### config.mk
export PLATFORM = sky130hd
export DESIGN_NAME = rs_collapse_station
export DESIGN_NICKNAME = d
export VERILOG_FILES = /design/src/rtl/rs_collapse_station.sv
export SDC_FILE = /design/constraint.sdc
export NUM_CORES = 1
export LEC_CHECK = 0
export BUFFER_PORTS_ARGS = -buffer_cell sky130_fd_sc_hd__buf_4
export CAP_MARGIN = 20
export CORE_AREA = 2 2 179 181
export CTS_CLUSTER_DIAMETER = 150
export DETAILED_ROUTE_END_ITERATION = 10
export DIE_AREA = 0 0 181 183
export HOLD_SLACK_MARGIN = 0.15
export PLACE_DENSITY_LB_ADDON = 0.3
export SKIP_LAST_GASP = 1
export SYNTH_ARGS = -nofsm -noshare
export SYNTH_HDL_FRONTEND = slang
export SYNTH_SLANG_ARGS = --single-unit
### constraint.sdc
create_clock -name clk1 -period 4.7 [get_ports clk1]
set_clock_uncertainty 0.15 [all_clocks]
set_input_delay 0.94 -clock clk1 [delete_from_list [all_inputs] [get_ports clk1]]
set_output_delay 0.94 -clock clk1 [all_outputs]
set_load 0.005 [all_outputs]
### src/rtl/rs_collapse_station.sv
// rs_collapse_station
//   Age-ordered, collapsing reservation station feeding one functional unit.
//   Entry 0 is always the oldest. Entries hold operand values or the ROB tag of
//   the producer, snoop the CDB for wakeup, and the oldest entry with both
//   operands ready is moved into a single issue register. The issue register
//   talks to the unit over a valid/ready handshake.
//
// Ports
//   clk1, rst_n            clock (rising edge), asynchronous active-low reset
//   flush                  synchronous squash of all entries and the issue reg
//   disp_*                 dispatch request (valid/ready, opcode, dest ROB,
//                          per-operand ready flag, value and producer tag)
//   cdb_valid/tag/data     common data bus broadcast
//   iss_*                  issue register towards the functional unit
//   occupancy              entries held, excluding the issue register
module rs_collapse_station #(
  parameter int DEPTH  = 4,
  parameter int DATA_W = 16,
  parameter int ROB_W  = 3,
  parameter int FUNC_W = 4,
  parameter int CNT_W  = $clog2(DEPTH + 1)
) (
  input  logic              clk1,
  input  logic              rst_n,
  input  logic              flush,
  input  logic              disp_valid,
  output logic              disp_ready,
  input  logic [FUNC_W-1:0] disp_func,
  input  logic [ROB_W-1:0]  disp_rob,
  input  logic              disp_s1_rdy,
  input  logic              disp_s2_rdy,
  input  logic [DATA_W-1:0] disp_s1_val,
  input  logic [DATA_W-1:0] disp_s2_val,
  input  logic [ROB_W-1:0]  disp_s1_tag,
  input  logic [ROB_W-1:0]  disp_s2_tag,
  input  logic              cdb_valid,
  input  logic [ROB_W-1:0]  cdb_tag,
  input  logic [DATA_W-1:0] cdb_data,
  output logic              iss_valid,
  input  logic              iss_ready,
  output logic [FUNC_W-1:0] iss_func,
  output logic [ROB_W-1:0]  iss_rob,
  output logic [DATA_W-1:0] iss_s1,
  output logic [DATA_W-1:0] iss_s2,
  output logic [CNT_W-1:0]  occupancy
);

  typedef struct packed {
    logic [FUNC_W-1:0] func;
    logic [ROB_W-1:0]  rob;
    logic              r1;
    logic              r2;
    logic [DATA_W-1:0] v1;
    logic [DATA_W-1:0] v2;
    logic [ROB_W-1:0]  t1;
    logic [ROB_W-1:0]  t2;
  } ent_t;

  ent_t              ent_q [DEPTH];
  ent_t              ent_d [DEPTH];
  logic [CNT_W-1:0]  occ_q, occ_d;
  logic              iss_valid_q, iss_valid_d;
  logic [FUNC_W-1:0] iss_func_q, iss_func_d;
  logic [ROB_W-1:0]  iss_rob_q, iss_rob_d;
  logic [DATA_W-1:0] iss_s1_q, iss_s1_d;
  logic [DATA_W-1:0] iss_s2_q, iss_s2_d;

  logic              load;
  logic              found;
  logic [CNT_W-1:0]  sel;
  ent_t              sel_ent;
  ent_t              new_ent;
  logic              do_accept;
  logic              do_remove;
  logic [CNT_W-1:0]  wr_idx;

  // Ready depends only on the registered count; a same-cycle issue never
  // opens a slot for a same-cycle dispatch.
  assign disp_ready = (occ_q < CNT_W'(DEPTH));
  assign occupancy  = occ_q;
  assign iss_valid  = iss_valid_q;
  assign iss_func   = iss_func_q;
  assign iss_rob    = iss_rob_q;
  assign iss_s1     = iss_s1_q;
  assign iss_s2     = iss_s2_q;

  // Stage boundary: select / collapse / wakeup / insert, all from registered state
  always_comb begin
    load      = !iss_valid_q || iss_ready;
    found     = 1'b0;
    sel       = '0;
    sel_ent   = ent_q[0];
    // Scan downward so the lowest (oldest) ready index wins. Readiness comes
    // from registered flags only, so a CDB wakeup issues one cycle later.
    for (int i = DEPTH - 1; i >= 0; i--) begin
      if ((CNT_W'(i) < occ_q) && ent_q[i].r1 && ent_q[i].r2) begin
        found   = 1'b1;
        sel     = CNT_W'(i);
        sel_ent = ent_q[i];
      end
    end
    do_remove = load && found;
    do_accept = disp_valid && disp_ready;
    // New entry goes behind everything that survives this cycle.
    wr_idx    = occ_q - CNT_W'(do_remove);

    for (int i = 0; i < DEPTH; i++) begin
      ent_d[i] = ent_q[i];
    end
    for (int i = 0; i < DEPTH - 1; i++) begin
      if (do_remove && (CNT_W'(i) >= sel)) begin
        ent_d[i] = ent_q[i + 1];
      end
    end
    // Slots beyond the occupancy may hold stale tags; waking them is harmless
    // because they are overwritten on insert before ever being selected.
    for (int i = 0; i < DEPTH; i++) begin
      if (cdb_valid && !ent_d[i].r1 && (ent_d[i].t1 == cdb_tag)) begin
        ent_d[i].r1 = 1'b1;
        ent_d[i].v1 = cdb_data;
      end
      if (cdb_valid && !ent_d[i].r2 && (ent_d[i].t2 == cdb_tag)) begin
        ent_d[i].r2 = 1'b1;
        ent_d[i].v2 = cdb_data;
      end
    end

    // Dispatch-time bypass catches a result broadcast in the dispatch cycle.
    new_ent.func = disp_func;
    new_ent.rob  = disp_rob;
    new_ent.t1   = disp_s1_tag;
    new_ent.t2   = disp_s2_tag;
    new_ent.r1   = disp_s1_rdy;
    new_ent.v1   = disp_s1_val;
    new_ent.r2   = disp_s2_rdy;
    new_ent.v2   = disp_s2_val;
    if (!disp_s1_rdy && cdb_valid && (disp_s1_tag == cdb_tag)) begin
      new_ent.r1 = 1'b1;
      new_ent.v1 = cdb_data;
    end
    if (!disp_s2_rdy && cdb_valid && (disp_s2_tag == cdb_tag)) begin
      new_ent.r2 = 1'b1;
      new_ent.v2 = cdb_data;
    end
    for (int i = 0; i < DEPTH; i++) begin
      if (do_accept && (CNT_W'(i) == wr_idx)) begin
        ent_d[i] = new_ent;
      end
    end

    occ_d       = occ_q + CNT_W'(do_accept) - CNT_W'(do_remove);
    iss_valid_d = iss_valid_q;
    iss_func_d  = iss_func_q;
    iss_rob_d   = iss_rob_q;
    iss_s1_d    = iss_s1_q;
    iss_s2_d    = iss_s2_q;
    if (load) begin
      iss_valid_d = found;
      if (found) begin
        iss_func_d = sel_ent.func;
        iss_rob_d  = sel_ent.rob;
        iss_s1_d   = sel_ent.v1;
        iss_s2_d   = sel_ent.v2;
      end
    end
    // Flush dominates: occupancy 0 invalidates every entry.
    if (flush) begin
      occ_d       = '0;
      iss_valid_d = 1'b0;
    end
  end

  // Stage boundary: control and issue register
  always_ff @(posedge clk1 or negedge rst_n) begin
    if (!rst_n) begin
      occ_q       <= '0;
      iss_valid_q <= 1'b0;
      iss_func_q  <= '0;
      iss_rob_q   <= '0;
      iss_s1_q    <= '0;
      iss_s2_q    <= '0;
    end else begin
      occ_q       <= occ_d;
      iss_valid_q <= iss_valid_d;
      iss_func_q  <= iss_func_d;
      iss_rob_q   <= iss_rob_d;
      iss_s1_q    <= iss_s1_d;
      iss_s2_q    <= iss_s2_d;
    end
  end

  // Stage boundary: entry storage (validity is carried by occ_q)
  always_ff @(posedge clk1) begin
    for (int i = 0; i < DEPTH; i++) begin
      ent_q[i] <= ent_d[i];
    end
  end

endmodule

=== Word-level counts from Yosys, hierarchy flattened ===
Memory sizes are Yosys's and may differ from the RTL's.
Index checks and enable logic that the tools add are counted.

* Latch bits: 0
* Output and inout port bits: 44
* Memory bits (read-only): 0
* RAM bits: 188
* Word-level logic and storage cells: 125
* Memories: 1
* Input bits: 72
* Register bits after elaboration: 43

* $lt $le $gt $ge: 8
* Shift-type cells: 0
* $add $sub $neg: 3
* Bitwise gates (word level): 0
* Eq/ne operators: 13
* Reduce and logical (&&, ||, !) cells: 52
* Multiply operators: 0
* Divide/modulo/power cells: 0
* Mux-type cells: 42

{| class="wikitable"
|+ Memory list
! memory !! words !! width !! read ports !! clocked after Yosys merged registers in !! wr ports !! RTL line !! RTL
|-
| ent_q || 4 || 47 || 4 || 0 || 4 || 59 || <nowiki>ent_t ent_q [DEPTH];</nowiki>
|}

{| class="wikitable"
|+ Operators with widths
! cell !! number
|-
| two-way mux 47 bit || 11
|-
| two-way mux 16 bit || 10
|-
| logical AND 1 bit || 37
|-
| == test 3 bit || 10
|-
| two-way mux 1 bit || 16
|-
| zero test 1 bit || 11
|-
| == test 2 x 3 -> 1 bit (first input constant) || 2
|-
| >= comparator 1 x 3 -> 1 bit (first input constant) || 2
|-
| less-than comparator 1 x 3 -> 1 bit (first input constant) || 2
|-
| less-than comparator 2 x 3 -> 1 bit (first input constant) || 2
|-
| two-way mux 2 bit || 3
|-
| two-way mux 3 bit || 2
|-
| subtractor 3 x 1 -> 3 bit || 2
|-
| adder 3 x 1 -> 3 bit || 1
|-
| == test 1 x 3 -> 1 bit (first input constant) || 1
|-
| >= comparator 2 x 3 -> 1 bit (first input constant) || 1
|-
| zero test 3 bit || 1
|-
| less-than comparator 3 bit (second input constant) || 1
|-
| AND reduction 2 bit || 1
|-
| nonzero test 2 bit || 1
|-
| logical OR 1 bit || 1
|}

=== Depth between registers and ports, before layout ===
Gate-level depths: netlist of the first run.

* Depth after elaboration: 15
* Mapped depth: 18
* Gate-level depth less buffers: 14

=== Least setup slack after synthesis of the first run ===
Ideal clock, no wire load.

* Path kind: register to register
* Start: register occ_q[2], in the netlist occupancy[2]
* End: memory ent_q[3][29] (netlist bit) (data pin)
* Path buffers: 3
* Stages on the path, launching flop included: 15
* Setup time: 0.285 ns
* Clock period less this slack: 4.141 ns
* Arrival: 3.706 ns
* Slack: 0.559 ns
* Data required time: 4.265 ns
* Cells stage by stage: dfrtp_1 -> inv_1 -> ha_1 -> inv_1 -> and4_1 -> clkbuf_1 -> o31ai_1 -> inv_1 -> ha_1 -> ha_1 -> or3b_2 -> clkbuf_1 -> nor3_1 -> clkbuf_1 -> a21oi_1

{| class="wikitable"
|+ RTL lines
! what !! RTL line !! RTL
|-
| start: declaration || 61 || <nowiki>logic [CNT_W-1:0] occ_q, occ_d;</nowiki>
|-
| start signal: assignment || 176 || <nowiki>occ_q <= '0;</nowiki>
|-
| start signal: assignment || 183 || <nowiki>occ_q <= occ_d;</nowiki>
|-
| end: declaration || 59 ||
|}

==> qor.csv, run 1 <==
metric,value,unit
status,finished clean,
power.total,11.25,mW
reg2reg_depth,13,
setup_viol,0,
routabilityCongestion,0.8616,
path_cells,inv_1 -> ha_1 -> inv_1 -> and4_1 -> o31ai_4 -> inv_1 -> ha_1 -> ha_1 -> or3b_2 -> nor3_1 -> buf_4 -> or4_1 -> o221ai_1,
crit_buf_inv,4,
cp_top_family,simple AND/OR/NAND/NOR gates,
design.die.area,0.03312,mm2
wire_per_inst,23.15,um
dr.pass1.iters,8,
cp-start-kind,flop,
numCtsBuffers,25,
vias_per_cell,6.118,
multi_input_area,0.005229,mm2
synth_seq_cells,231,
power_density,783.2,mW/mm2
fmax,0.2404,GHz
n_antenna_cell,0,
crit_slowest_cell,or4_1,
hold_class,in -> async,
synth_seq_area_share,52.67,%
finalWorstSetupSlack,540.6,ps
synth_ff_type,edfxtp_1,
hold_ws,248.6,ps
maxSlewHeadroom,25.68,%
slew_violations,0,
postPlaceCellArea,0.01346,mm2
grt_max_degree,50,
hold_viol,0,
drv_cap,0,
areaGrowthSynthToFinish,17.12,%
worstMarginPinSlew,1115,ps
syn_inst,1223,
timing.final.crit_share,88.50,%
initial_utilization,39.28,%
route.detailed.drc,0,
cp.arrival,4270,ps
grtUsageTotal,23.46,%
grt_overflow,0,
post-route-min-period,4159,ps
core_area,0.03123,mm2
fillers,2966,
grt_pass1_wl,60450,um
rsz0062_at_grt,no,
cts-root-buf,clkbuf_16,
place_ws,471.9,ps
ys_top_cells_by_area,"edfxtp_1 40%, dfrtp_1 8.8%, nand3_1 4.9%, dfxtp_1 4.2%, mux2i_1 4.1%",
antenna_found_initial,1,
met3_usage,5.361,%
routed_wl,39370,um
numClockSinks,231,
num_vias,10410,
cp.required,4810,ps
synth_top_area_share,39.65,%
grt.met2_usage,36.06,%
first_global_vias,10040,
crit_path_max_incr_delay,540,ps
clock_latency,560,ps
grt_busiest_layer,met2,
global_route.usage.met1,33.47,%
ctsResizeCount,0,
nNetsFinal,1359,
port_buffers,115,
syn_avg_cell_area,10.03,um2
cts_tree,yes,
worst-setup-path-type,reg -> reg,
peakVddDrop,0.4016,mV
synth_top_cell_by_area,edfxtp_1,
path_depth,13,
p_leak,5.606,nW
seqCellArea,0.006461,mm2
ys_warn_count,0,
chipWidth,181,um
synth_cell_types,49,
clockBufferDepth,3,
drt-initial-drc-count,1323,
final_design_area_no_fill,0.01437,mm2
hold_buffers,0,
r2r-start,occupancy[2],
netlist_area,0.01227,mm2
tns,0,ps
path_clk_slew,70,ps
cts_setup_buffers,0,
end_kind,flop,
ff2ff_setup_slack,540,ps
syn-num-nets,1302,
ant_nets,0,
worstPathMaxFanout,16,
async_flop_share,18.61,%
num_io_pins,116,
timing.rr.end,ent_q[1][31],
synth_edf_count,162,
place_hpwl,26360,um
chipHeight,183,um
ctsHtreeMaxLevel,1,
num_rows,65,
layout-drive-gt1-share,16.94,%
-- layout make-up --
type                    count  area share, %
inverters                  30         0.7837
repair buffers            155          8.150
clock buffers              33          4.781
flip-flops and latches    231          44.97
multi-input cells         837          36.39
well taps                 402          3.501
clock inverters            13          1.428
-- worst max-delay path by stage --
stage | endpoint | startpoint
after floorplan | ent_q[3][29] | occupancy[2]
after global placement | ent_q[1][31] | iss_ready
after detailed placement | ent_q[1][31] | iss_ready
after CTS | ent_q[2][24] | occupancy[1]
after global routing | ent_q[1][31] | occupancy[1]
final | ent_q[1][31] | occupancy[2]
-- flip-flops by register name, indices dropped and copies added, names as in the netlist --
name	flops
iss_valid	1
ent_q	188
occupancy	3
iss_s1	16
iss_rob	3
iss_s2	16
iss_func	4
-- logic make-up (layout without fill, tap and decap cells) --
logic type | count (synthesis) | count (layout) | share of synthesized area (%)
multiplexers | 54 | 54 | 4.508
flip-flops | 231 | 231 | 52.67
AO/OA/AOI/OAI | 341 | 341 | 19.34
XOR/XNOR | 29 | 29 | 2.070
adder cells (fa/ha/maj) | 7 | 7 | 0.7751
buffers and inverters | 155 | 231 | 5.150
AND/OR/NAND/NOR | 406 | 406 | 15.49
-- placed cells by master (no fill, tap or decap), types with 6 or more instances in the layout --
master     synthesis  final
edfxtp_1         162    162
buf_4              0    154
nand2_1          129    128
nand3_1          120    119
o21ai_0           99     99
nor2_1            69     68
mux2i_1           50     50
a21oi_1           46     44
dfrtp_1           43     43
a22oi_1           40     40
or3_1             33     33
o211ai_1          32     32
o311ai_0          32     32
o221ai_1          32     32
a221o_1           32     32
inv_1             30     30
clkbuf_16          0     26
dfxtp_1           26     26
xnor2_1           17     17
nand2b_1          15     15
xor2_1            12     12
or2_2              9      9
a22o_1             7      7
or4_1              6      6
ha_1               6      6
clkbuf_1         106      6
-- through the flow --
step	std cells	utilization, %
after floorplan	1223	-
after global placement	1654	43.11
after detailed placement	1654	43.11
after CTS	1700	45.96
after global routing	1701	46.01
final	1701	46.01
-- where the power goes --
part           internal, mW  leakage [nW]  switching (mW)
sequential             3.64          2.32           0.503
combinational          1.69          2.85            3.26
clock                  1.31         0.434           0.856
total                  6.63          5.61            4.62
-- synthesized netlist by cell type (30+ instances only) --
| cell type | count |
|---|---|
| inv_1 | 30 |
| o211ai_1 | 32 |
| o311ai_0 | 32 |
| nor2_1 | 69 |
| a221o_1 | 32 |
| clkbuf_1 | 106 |
| dfrtp_1 | 43 |
| edfxtp_1 | 162 |
| o221ai_1 | 32 |
| or3_1 | 33 |
| a22oi_1 | 40 |
| nand3_1 | 120 |
| o21ai_0 | 99 |
| a21oi_1 | 46 |
| mux2i_1 | 50 |
| nand2_1 | 129 |
-- per-layer routing --
metal / vias up / routed length, um / part of all wire (%)
met5: - / 0 / 0
met4: 0 / 1016 / 2.6
met3: 68 / 4281 / 11
met2: 586 / 17260 / 44
met1: 5013 / 16810 / 43
li1: 4740 / - / -
No activity file was read; power rests on OpenSTA's default activity.
==> run 2, diff against run 1 <==
Settings changed: CORE_AREA 2 2 179 181 to 2 2 136 237, DIE_AREA 0 0 181 183 to 0 0 138 239, REMOVE_ABC_BUFFERS set to 1.
==> qor.csv, run 2 (synthesized netlist as in run 1, its figures left out) <==
metric,value,unit,change
status,finished clean,,
hold_class,in -> async,,
hold_ws,307.6,ps,+58.93 ps
areaGrowthSynthToFinish,15.69,%,
rsz0062_at_grt,no,,
cts-root-buf,clkbuf_16,,
routabilityCongestion,0.8971,,+4.1%
cts_tree,yes,,
peakVddDrop,0.4371,mV,+8.8%
design.die.area,0.03298,mm2,-0.43%
worstPathMaxFanout,16,,unchanged
p_leak,5.526,nW,-1.4%
grt_overflow,0,,unchanged
hold_buffers,0,,unchanged
dr.pass1.iters,5,,-3
first_global_vias,10790,,+7.5%
seqCellArea,0.006461,mm2,unchanged
nNetsFinal,1359,,unchanged
chipWidth,138,um,-24%
routed_wl,41460,um,+5.3%
power_density,786.6,mW/mm2,+0.44%
crit_end,ent_q[1][6],,
cp.arrival,4460,ps,+190 ps
n_antenna_cell,0,,unchanged
worstMarginPinSlew,1065,ps,-49.51 ps
port_buffers,115,,unchanged
worst-setup-path-type,reg -> reg,,
setup_viol,0,,unchanged
instances_no_fill,1693,,-0.47%
final_design_area_no_fill,0.01419,mm2,-1.2%
ctsResizeCount,0,,unchanged
place_ws,413.1,ps,-58.76 ps
cp-start-kind,flop,,
num_rows,86,,+32%
core_area,0.03120,mm2,about the same
num_vias,10500,,+0.93%
clock_latency,530,ps,-30 ps
numClockSinks,231,,unchanged
grt_pass1_wl,62360,um,+3.2%
drv_cap,0,,unchanged
cts_setup_buffers,0,,unchanged
ctsHtreeMaxLevel,1,,unchanged
route.detailed.drc,0,,unchanged
timing.rr.end,ent_q[1][6],,
post-route-min-period,4384,ps,+224.5 ps
postPlaceCellArea,0.01349,mm2,+0.24%
r2r-start,occupancy[2],,
initial_utilization,39.31,%,about the same
maxSlewHeadroom,28.98,%,+3.3 points
hold_viol,0,,unchanged
cp.required,4770,ps,-40 ps
place_hpwl,26230,um,-0.49%
clockBufferDepth,3,,unchanged
chipHeight,239,um,+31%
reg2reg_depth,13,,unchanged
antenna_found_initial,0,,-1
largest_reg_flops,188,,unchanged
final_common_cell,edfxtp_1,,
multi_input_area,0.005234,mm2,about the same
drt-initial-drc-count,884,,-33%
finalWorstSetupSlack,316.1,ps,-224.5 ps
fmax,0.2281,GHz,-5.1%
num_io_pins,116,,unchanged
final_cell_mix,"162 x edfxtp_1, 156 x buf_4, 128 x nand2_1, 119 x nand3_1, 99 x o21ai_0",,
utilization,45.48,%,-0.53 points
timing.final.crit_share,93.27,%,+4.8 points
ant_nets,0,,unchanged
numCtsBuffers,23,,-8.0%
fillers,2992,,+0.88%
vias_per_cell,6.204,,+1.4%
slew_violations,0,,unchanged
dp.cells,1651,,-0.18%
path_clk_slew,70,ps,about the same
end_kind,flop,,
ff2ff_setup_slack,320,ps,-220 ps
wire_per_inst,24.49,um,+5.8%
top_register,ent_q,,
grtUsageTotal,24.44,%,+0.98 points
cp-startpoint,occupancy[2],,
layout-drive-gt1-share,16.65,%,-0.28 points
grt_max_degree,85,,+70%
[run 2: cell types whose count changed in the layout (fill, tap and decap cells not counted), sizes merged]
cell      change
clkinvlp      -1
bufinv        -5
clkinv        -1
buf           +2
clkbuf        +3
[run 2: power by group]
| part | total (mW) | internal (mW) | switching [mW] |
|---|---|---|---|
| logic | 5.25 | 1.70 | 3.55 |
| clock network | 1.77 | 0.975 | 0.800 |
| registers | 4.14 | 3.64 | 0.503 |
[run 2: final cells by class]
| cell class | instances | area share (%) |
|---|---|---|
| Clock buffer | 36 | 4.690 |
| Inverter | 30 | 0.7934 |
| Tap cell | 396 | 3.491 |
| Clock inverter | 6 | 0.2292 |
| Timing Repair Buffer | 157 | 8.393 |
| Multi-Input combinational cell | 837 | 36.88 |
| Sequential cell | 231 | 45.53 |
[run 2: how the worst min path moves through the flow]
stage / to / slack, ps / cells past startpoint
floorplan: iss_func[0] / 300 / 2
global placement: iss_s1[4] / 310 / 2
detailed placement: iss_s1[7] / 310 / 2
CTS: iss_s2[14] / 320 / 1
global route: iss_func[0] / 340 / 1
finish: iss_s2[7] / 310 / 1
[run 2: layer usage]
layer	GRT usage, %	up-vias	wire length [um]
li1	-	4737	-
met1	26.01	5048	14180
met2	44.79	557	21710
met3	3.986	162	2930
met4	15.31	0	2636
met5	0	-	0
[run 2: critical path, stage by stage (launching register included)]
cell      delay, ps
dfrtp_1         400
inv_1           130
ha_1            280
inv_1           110
and4_1          240
o31ai_4         230
inv_1           110
ha_1            200
ha_1            170
or3b_2          500
nor3_1          170
buf_4           250
or4_1           800
o221ai_1        310
[run 2: stage by stage]
stage / power [mW] / setup TNS (ps)
2_1_floorplan: 7.015 / -1040300
4_1_cts: 11.13 / 0
5_1_grt: 11.75 / 0
3_3_place_gp: 9.243 / 0
6_report: 11.16 / 0
3_5_place_dp: 9.357 / 0
==> run 3, diff against run 2 <==
Clock period 4.7 ns to 5.29 ns, I/O delays scaled along.
==> qor.csv, run 3 (synthesized netlist as in run 1, its figures left out) <==
metric,value,unit,change
chipHeight,239,um,unchanged
cp.arrival,4460,ps,about the same
tns,0,ps,unchanged
port_buffers,115,,unchanged
combinationalPowerShare,46.3,%,-0.7 points
vias_per_cell,6.231,,+0.42%
cp-start-kind,flop,,
clockBufferDepth,3,,unchanged
routabilityCongestion,0.9032,,+0.68%
maxSlewHeadroom,46.38,%,+17 points
postPlaceCellArea,0.01344,mm2,-0.41%
grtUsageTotal,24.49,%,+0.051 points
num_rows,86,,unchanged
hold_ws,327.8,ps,+20.25 ps
areaGrowthSynthToFinish,15.37,%,
grt_pass1_wl,62510,um,+0.25%
hold_viol,0,,unchanged
initial_utilization,39.31,%,unchanged
finalWorstSetupSlack,920.5,ps,+604.4 ps
dr.pass1.iters,6,,+1
worstPathMaxFanout,16,,unchanged
ctsResizeCount,0,,unchanged
intPower,5.602,mW,-11%
power.total,9.888,mW,-11%
fmax,0.2289,GHz,+0.33%
worstMarginPinSlew,801.4,ps,-263.9 ps
n_antenna_cell,0,,unchanged
clock_latency,530,ps,about the same
post-route-min-period,4370,ps,-14.38 ps
reg2reg_depth,13,,unchanged
ant_nets,0,,unchanged
status,finished clean,,
rsz0062_at_grt,no,,
antenna_found_initial,0,,unchanged
final_common_cell,edfxtp_1,,
first_global_vias,10590,,-1.8%
route.detailed.drc,0,,unchanged
top_register,ent_q,,
final_cell_mix,"162 x edfxtp_1, 146 x buf_4, 128 x nand2_1, 119 x nand3_1, 99 x o21ai_0",,
routed_wl,41480,um,about the same
switching_power,4.286,mW,-12%
utilization,45.36,%,-0.12 points
timing.final.crit_share,82.60,%,-11 points
final_design_area_no_fill,0.01415,mm2,-0.27%
peakVddDrop,0.4147,mV,-5.1%
grt_overflow,0,,unchanged
place_ws,715.9,ps,+302.7 ps
grt_max_degree,50,,-41%
path_clk_slew,70,ps,about the same
hold_buffers,0,,unchanged
slew_violations,0,,unchanged
num_io_pins,116,,unchanged
swShare,43.34,%,-0.14 points
dp.cells,1642,,-0.55%
design.die.area,0.03298,mm2,unchanged
drv_cap,0,,unchanged
largest_reg_flops,188,,unchanged
hold_class,reg -> reg,,
clkPwrFrac,16.0,%,about the same
p_leak,5.493,nW,-0.59%
nNetsFinal,1350,,-0.66%
power_frac_seq,37.7,%,+0.6 points
worst-setup-path-type,reg -> reg,,
num_vias,10490,,-0.17%
numClockSinks,231,,unchanged
cts_tree,yes,,
setup_viol,0,,unchanged
layout-drive-gt1-share,15.85,%,-0.80 points
cp.required,5380,ps,+610 ps
drt-initial-drc-count,940,,+6.3%
cts_setup_buffers,0,,unchanged
chipWidth,138,um,unchanged
place_hpwl,26610,um,+1.4%
hold_path_depth,2,,
core_area,0.03120,mm2,unchanged
end_kind,flop,,
cts-root-buf,clkbuf_16,,
wire_per_inst,24.64,um,+0.63%
power_density,698.6,mW/mm2,-11%
ctsHtreeMaxLevel,1,,unchanged
numCtsBuffers,22,,-4.3%
instances_no_fill,1683,,-0.59%
==> run 3: critical path: stages, from the launching register on <==
cell and delay [ps]:
dfrtp_1 430, inv_1 130, ha_1 330, inv_1 130, and4_1 250, o31ai_4 230, inv_1 120, ha_1 200
ha_1 170, or3b_2 520, nor3_1 230, buf_4 260, or4_1 650, o221ai_1 260
==> run 3: power groups by stage <==
stage / registers (mW) / clock network (mW) / logic (mW)
after global routing: 3.81 / 1.67 / 4.93
after detailed placement: 3.76 / 0 / 4.52
final: 3.73 / 1.58 / 4.58
after floorplan: 3.56 / 0 / 2.68
after global placement: 3.74 / 0 / 4.39
after CTS: 3.73 / 1.60 / 4.53
==> run 3: layout make-up <==
class                           count  area (um2)
Fill cell                        2997       17050
Clock inverter                      5       46.29
Multi-Input combinational cell    837        5234
Inverter                           30       112.6
Clock buffer                       35       640.6
Sequential cell                   231        6461
Timing Repair Buffer              149        1164
Tap cell                          396       495.5
==> run 3: worst paths after layout <==
kind	start	endpoint	slack, ps
min in group asynchronous	rst_n	iss_rob[2]	410
max in group asynchronous	rst_n	occupancy[1]	4130
min	ent_q[0][34]	iss_s1[12]	330
max reg2reg	occupancy[2]	ent_q[1][11]	920
min reg2reg	ent_q[0][34]	iss_s1[12]	330
max	occupancy[2]	ent_q[1][11]	920
==> run 3: routing by layer <==
metal,vias up,routed length [um],GRT usage (%)
met2,536,21620,44.27
li1,4713,-,-
met1,5095,14520,26.77
met3,142,2737,3.626
met4,0,2603,15.49
met5,-,0,0
